## config.mk

```make
export PLATFORM = sky130hd
export DESIGN_NAME = cv32e40p_rf_write_arbiter
export DESIGN_NICKNAME = d
export VERILOG_FILES = /design/src/rtl/cv32e40p_pkg.sv /design/src/rtl/cv32e40p_rr_arbiter.sv /design/src/rtl/cv32e40p_rf_write_arbiter.sv
export SDC_FILE = /design/constraint.sdc
export NUM_CORES = 1
export LEC_CHECK = 0
export CORE_MARGIN = 5
export CORE_UTILIZATION = 25
export CTS_CLUSTER_DIAMETER = 40
export CTS_CLUSTER_SIZE = 20
export DETAILED_ROUTE_END_ITERATION = 8
export GPL_TIMING_DRIVEN = 0
export HOLD_SLACK_MARGIN = 0.12
export PLACE_DENSITY_LB_ADDON = 0.08
export SYNTH_ARGS = -nofsm -noshare
export SYNTH_HDL_FRONTEND = slang
export SYNTH_HIERARCHICAL = 1
export SYNTH_SLANG_ARGS = --single-unit
```

## constraint.sdc

```tcl
create_clock -name clk -period 6.4 [get_ports clk]
set_clock_uncertainty 0.15 [all_clocks]
set_input_delay 0.96 -clock clk [delete_from_list [all_inputs] [get_ports clk]]
set_output_delay 0.96 -clock clk [all_outputs]
set_load 0.005 [all_outputs]
```

## src/rtl/cv32e40p_pkg.sv

```systemverilog
// cv32e40p_pkg: shared constants and request type for the register file write arbiter.
package cv32e40p_pkg;
  localparam int RF_ADDR_W = 6;
  localparam int RF_DATA_W = 32;
  localparam int RF_MAX_WAIT = 7;
  localparam int RF_WAIT_W = $clog2(RF_MAX_WAIT + 1);
  typedef struct packed {
    logic [RF_ADDR_W-1:0] addr;
    logic [RF_DATA_W-1:0] data;
  } rf_wreq_t;
endpackage

```

## src/rtl/cv32e40p_rr_arbiter.sv

```systemverilog
// cv32e40p_rr_arbiter: one-hot round-robin grant over requesters 1..N-1.
// A set prio bit overrides rotation; the lowest-index prioritised requester wins.
module cv32e40p_rr_arbiter #(
  parameter int N = 3,
  localparam int PW = $clog2(N)
) (
  input  logic [N-1:1]  req,
  input  logic [N-1:1]  prio,
  input  logic [PW-1:0] ptr,
  output logic [N-1:1]  gnt
);
  logic hit;
  // three passes: promoted requesters, then ptr..N-1, then wrap back from 1
  always_comb begin
    gnt = '0;
    hit = 1'b0;
    for (int i = 1; i < N; i++)
      if (!hit && req[i] && prio[i]) begin
        gnt[i] = 1'b1;
        hit = 1'b1;
      end
    for (int i = 1; i < N; i++)
      if (!hit && req[i] && i >= int'(ptr)) begin
        gnt[i] = 1'b1;
        hit = 1'b1;
      end
    for (int i = 1; i < N; i++)
      if (!hit && req[i]) begin
        gnt[i] = 1'b1;
        hit = 1'b1;
      end
  end
endmodule

```

## src/rtl/cv32e40p_rf_write_arbiter.sv

```systemverilog
// cv32e40p_rf_write_arbiter: requester 0 owns RF port A; the rest share port B
// via round-robin with starvation promotion and same-address collision drop.
module cv32e40p_rf_write_arbiter
  import cv32e40p_pkg::*;
#(
  parameter int NUM_REQ = 3,
  parameter int ADDR_WIDTH = RF_ADDR_W,
  parameter int DATA_WIDTH = RF_DATA_W,
  parameter int MAX_WAIT = RF_MAX_WAIT
) (
  input  logic                                 clk,
  input  logic                                 rst_n,
  input  logic                                 setback_i,
  input  logic [NUM_REQ-1:0]                   req_valid_i,
  output logic [NUM_REQ-1:0]                   req_ready_o,
  input  logic [NUM_REQ-1:0][ADDR_WIDTH-1:0]   req_addr_i,
  input  logic [NUM_REQ-1:0][DATA_WIDTH-1:0]   req_data_i,
  output logic [ADDR_WIDTH-1:0]                waddr_a_o,
  output logic [DATA_WIDTH-1:0]                wdata_a_o,
  output logic                                 we_a_o,
  output logic [ADDR_WIDTH-1:0]                waddr_b_o,
  output logic [DATA_WIDTH-1:0]                wdata_b_o,
  output logic                                 we_b_o,
  output logic                                 collision_o,
  output logic [NUM_REQ-1:0]                   starve_o
);
  localparam int PW = $clog2(NUM_REQ);
  localparam int WAIT_W = $clog2(MAX_WAIT + 1);
  logic [PW-1:0] rr_ptr, ptr_nxt;
  logic [NUM_REQ-1:1][WAIT_W-1:0] wait_cnt;
  logic [NUM_REQ-1:1] gnt;
  rf_wreq_t win;
  logic any_b, hit_a;
  cv32e40p_rr_arbiter #(.N(NUM_REQ)) u_rr (
    .req  (req_valid_i[NUM_REQ-1:1]),
    .prio (starve_o[NUM_REQ-1:1]),
    .ptr  (rr_ptr),
    .gnt  (gnt)
  );
  always_comb begin
    win = '0;
    ptr_nxt = rr_ptr;
    for (int i = 1; i < NUM_REQ; i++)
      if (gnt[i]) begin
        win.addr = req_addr_i[i];
        win.data = req_data_i[i];
        ptr_nxt = i == NUM_REQ - 1 ? PW'(1) : PW'(i + 1);
      end
  end
  always_comb begin
    starve_o = '0;
    for (int i = 1; i < NUM_REQ; i++)
      starve_o[i] = wait_cnt[i] == WAIT_W'(MAX_WAIT);
  end
  assign any_b = |gnt;
  assign hit_a = req_valid_i[0] && req_addr_i[0] != '0;
  assign req_ready_o = {gnt, 1'b1};
  assign waddr_a_o = req_valid_i[0] ? req_addr_i[0] : '0;
  assign wdata_a_o = req_valid_i[0] ? req_data_i[0] : '0;
  assign we_a_o = rst_n && hit_a;
  assign waddr_b_o = win.addr;
  assign wdata_b_o = win.data;
  // EX result is newer, so an equal-address port-B write is dropped but still handshaken
  assign collision_o = rst_n && any_b && hit_a && win.addr == req_addr_i[0];
  assign we_b_o = rst_n && any_b && win.addr != '0 && !collision_o;
  always_ff @(posedge clk or negedge rst_n)
    if (!rst_n) begin
      rr_ptr <= PW'(1);
      wait_cnt <= '0;
    end else if (setback_i) begin
      rr_ptr <= PW'(1);
      wait_cnt <= '0;
    end else begin
      rr_ptr <= ptr_nxt;
      for (int i = 1; i < NUM_REQ; i++)
        wait_cnt[i] <= req_valid_i[i] && !gnt[i] ? (starve_o[i] ? wait_cnt[i] : wait_cnt[i] + 1'b1) : '0;
    end
endmodule

```

==> results.json <==
{
  "drc": 0,
  "synth_cells": 168,
  "n_antenna_cell": 0,
  "crit_path_max_fanout": 10,
  "clock-sinks": 8,
  "setup_violations": 0,
  "io_pins": 205,
  "clockBufferDepth": 2,
  "synth_top_cells_by_count": "and2_1, a22o_1, nand2_1, nor2_1, clkbuf_1",
  "ant_nets": 0,
  "area_growth_syn_to_layout_pct": 164,
  "cts_buffers": 3,
  "postCtsHoldBufs": 0,
  "routed-via-count": 2048,
  "post-cts-setup-buffers": 0,
  "worstPathArrival_ns": 3.52,
  "synth.most_common_cell": "and2_1",
  "rows": 26,
  "critPathRequiredTime_ns": 5.29,
  "cts_resized": 0,
  "path_clk_slew_ns": 0.04,
  "synth.avg_cell_area_um2": 7.83,
  "hp-class": "reg2reg",
  "finish.utilization": 0.679,
  "synth_warnings": 6,
  "ys.flop_type": "dfrtp_1",
  "crit_path_start_kind": "input port",
  "yosysTopAreaCell": "a22o_1",
  "htreeDepth": 1,
  "finalCriticalPeriod_ns": 4.63,
  "synth_async_sr_flop_share": 1.00,
  "grt_pass1_vias": 2086,
  "synth_top_cell_area_share": 0.240,
  "power-per-cell-area_nw_per_um2": 101,
  "critPathCapture": "collision_o",
  "fmax_ghz": 0.216,
  "grt_start_max_net_pins": 11,
  "clock_latency_ns": 0.23,
  "grt_first_pass_wirelength_mm": 10.3,
  "ys_ff_latch": 8,
  "tritoncts": "built",
  "synthTopCellsByArea": "a22o_1, and2_1, dfrtp_1",
  "worstReg2RegEnd": "wait_cnt[4]",
  "maxCapViolCount": 0,
  "slowest_delay_ns": 0.58,
  "ys_seq_area_frac": 0.153,
  "path_cells": "clkdlybuf4s50_1 -> nand2b_1 -> o221ai_1 -> buf_2 -> nor2b_1 -> buf_2 -> a22o_1 -> xor2_1 -> nor4_2 -> clkdlybuf4s50_1",
  "syn_area_um2": 1320,
  "drive_above_1_share": 0.0428,
  "drtIter0Drc": 27,
  "die_h_um": 82.5,
  "dr.pass1.iters": 3,
  "fin_crit_sh": 0.724,
  "wire_per_inst_um": 16.7,
  "globalplace.congestion": 0.780,
  "worstSetupPathType": "in2out",
  "dpl.hpwl_mm": 6.42,
  "core-area_um2": 5110,
  "placed_area_um2": 3420,
  "rsz0062_at_grt": "false",
  "via_per_inst": 4.61,
  "die_w_um": 82.5,
  "ctsRootBufferMaster": "clkbuf_8",
  "synth-edff-count": 0,
  "antenna_found_initial": 0,
  "design_area_um2": 3470,
  "reg2reg_from": "wait_cnt[3]",
  "routed_wl_mm": 7.40,
  "hold_viol": 0,
  "run_status": "finished, final reports clean",
  "track_usage": 0.195,
  "crit_buf_inv": 4,
  "reg2reg_slack_ns": 3.98,
  "grt_overflow_total": 0,
  "final_nets": 499,
  "start_util": 0.257,
  "slowest_stage": "clkdlybuf4s50_1",
  "final_max_slew_viol_count": 0,
  "critPathLaunch": "req_valid_i[1]",
  "syn_nets": 292,
  "tns_ns": 0,
  "port_buffers": 202,
  "reg2reg_depth": 9,
  "crit_path_end_kind": "output port",
  "leakage_nw": 1.40,
  "die_area_um2": 6810,
  "crit_cells": 10,
  "cp_top_family": "buffers and inverters",
  "ys_types": 38,
  "ir_drop_mv": 0.0870
}
through the flow:
stage / power [W] / std cells / hold WS [ns] / setup WS, ns
after floorplan: 0.000123 / 168 / 0.302 / 2.93
after global placement: 0.000287 / 440 / 0.312 / 1.76
after detailed placement: 0.000289 / 440 / 0.322 / 1.77
after CTS: 0.000358 / 444 / 0.332 / 1.74
after global routing: 0.000377 / 444 / 0.368 / 1.52
final: 0.000352 / 444 / 0.327 / 1.77
cells by family after synthesis:
| group | after synthesis | share of synthesized area |
|---|---|---|
| compound gates | 53 | 0.335 |
| xor+xnor | 10 | 0.0666 |
| fa+ha+maj | 4 | 0.0381 |
| buf+inv | 18 | 0.0609 |
| flops | 8 | 0.153 |
| mux | 4 | 0.0304 |
| other cells | 2 | 0.00571 |
| simple gates | 69 | 0.310 |
registers in the layout (all words and copies together), names as in the netlist:
name and cells:
rr_ptr 2, wait_cnt 6
how the worst min path moves through the flow:
| stage | start | end | slack [ns] | cells after the start |
|---|---|---|---|---|
| after global routing | rr_ptr[1] | rr_ptr[1] | 0.37 | 1 |
| after global placement | rr_ptr[1] | rr_ptr[1] | 0.31 | 1 |
| after CTS | rr_ptr[1] | rr_ptr[1] | 0.33 | 1 |
| after floorplan | rr_ptr[1] | rr_ptr[1] | 0.30 | 1 |
| final | rr_ptr[1] | rr_ptr[1] | 0.33 | 1 |
| after detailed placement | rr_ptr[1] | rr_ptr[1] | 0.32 | 1 |
routing by layer:
layer,GRT usage,share of wire,up-vias
li1,-,-,1013
met1,0.197,0.33,897
met5,0,0,-
met4,0.0408,0.015,0
met2,0.342,0.49,127
met3,0.120,0.16,11
cells in the final DEF, fill, tap and decap left out, types with 2 or more instances in the layout:
cell type	count
clkbuf_1	9
mux2i_1	4
dfrtp_1	7
a22o_1	36
clkbuf_8	3
conb_1	2
ha_1	4
xor2_1	5
inv_1	2
clkdlybuf4s50_1	202
or4_1	2
buf_1	2
nor2_1	10
and2_1	37
xnor2_1	5
o21ai_0	5
buf_2	4
o21a_1	2
a21oi_1	2
buf_4	2
nand2_1	10
final cells by class:
type | count | area [um^2]
Multi-Input combinational cell | 142 | 1030
Timing Repair Buffer | 202 | 2020
Buffer | 16 | 72.6
Inverter | 2 | 7.51
Tap cell | 70 | 87.6
Sequential cell | 8 | 201
Fill cell | 448 | 1640
Clock buffer | 4 | 45.0
where the power goes:
part	leakage (nW)	internal [W]	switching, W
registers	0.106	0.0000531	0.00000133
clock network	0.0228	0.0000433	0.0000213
logic	1.27	0.000159	0.0000739
(Power assumes the default switching activity.)
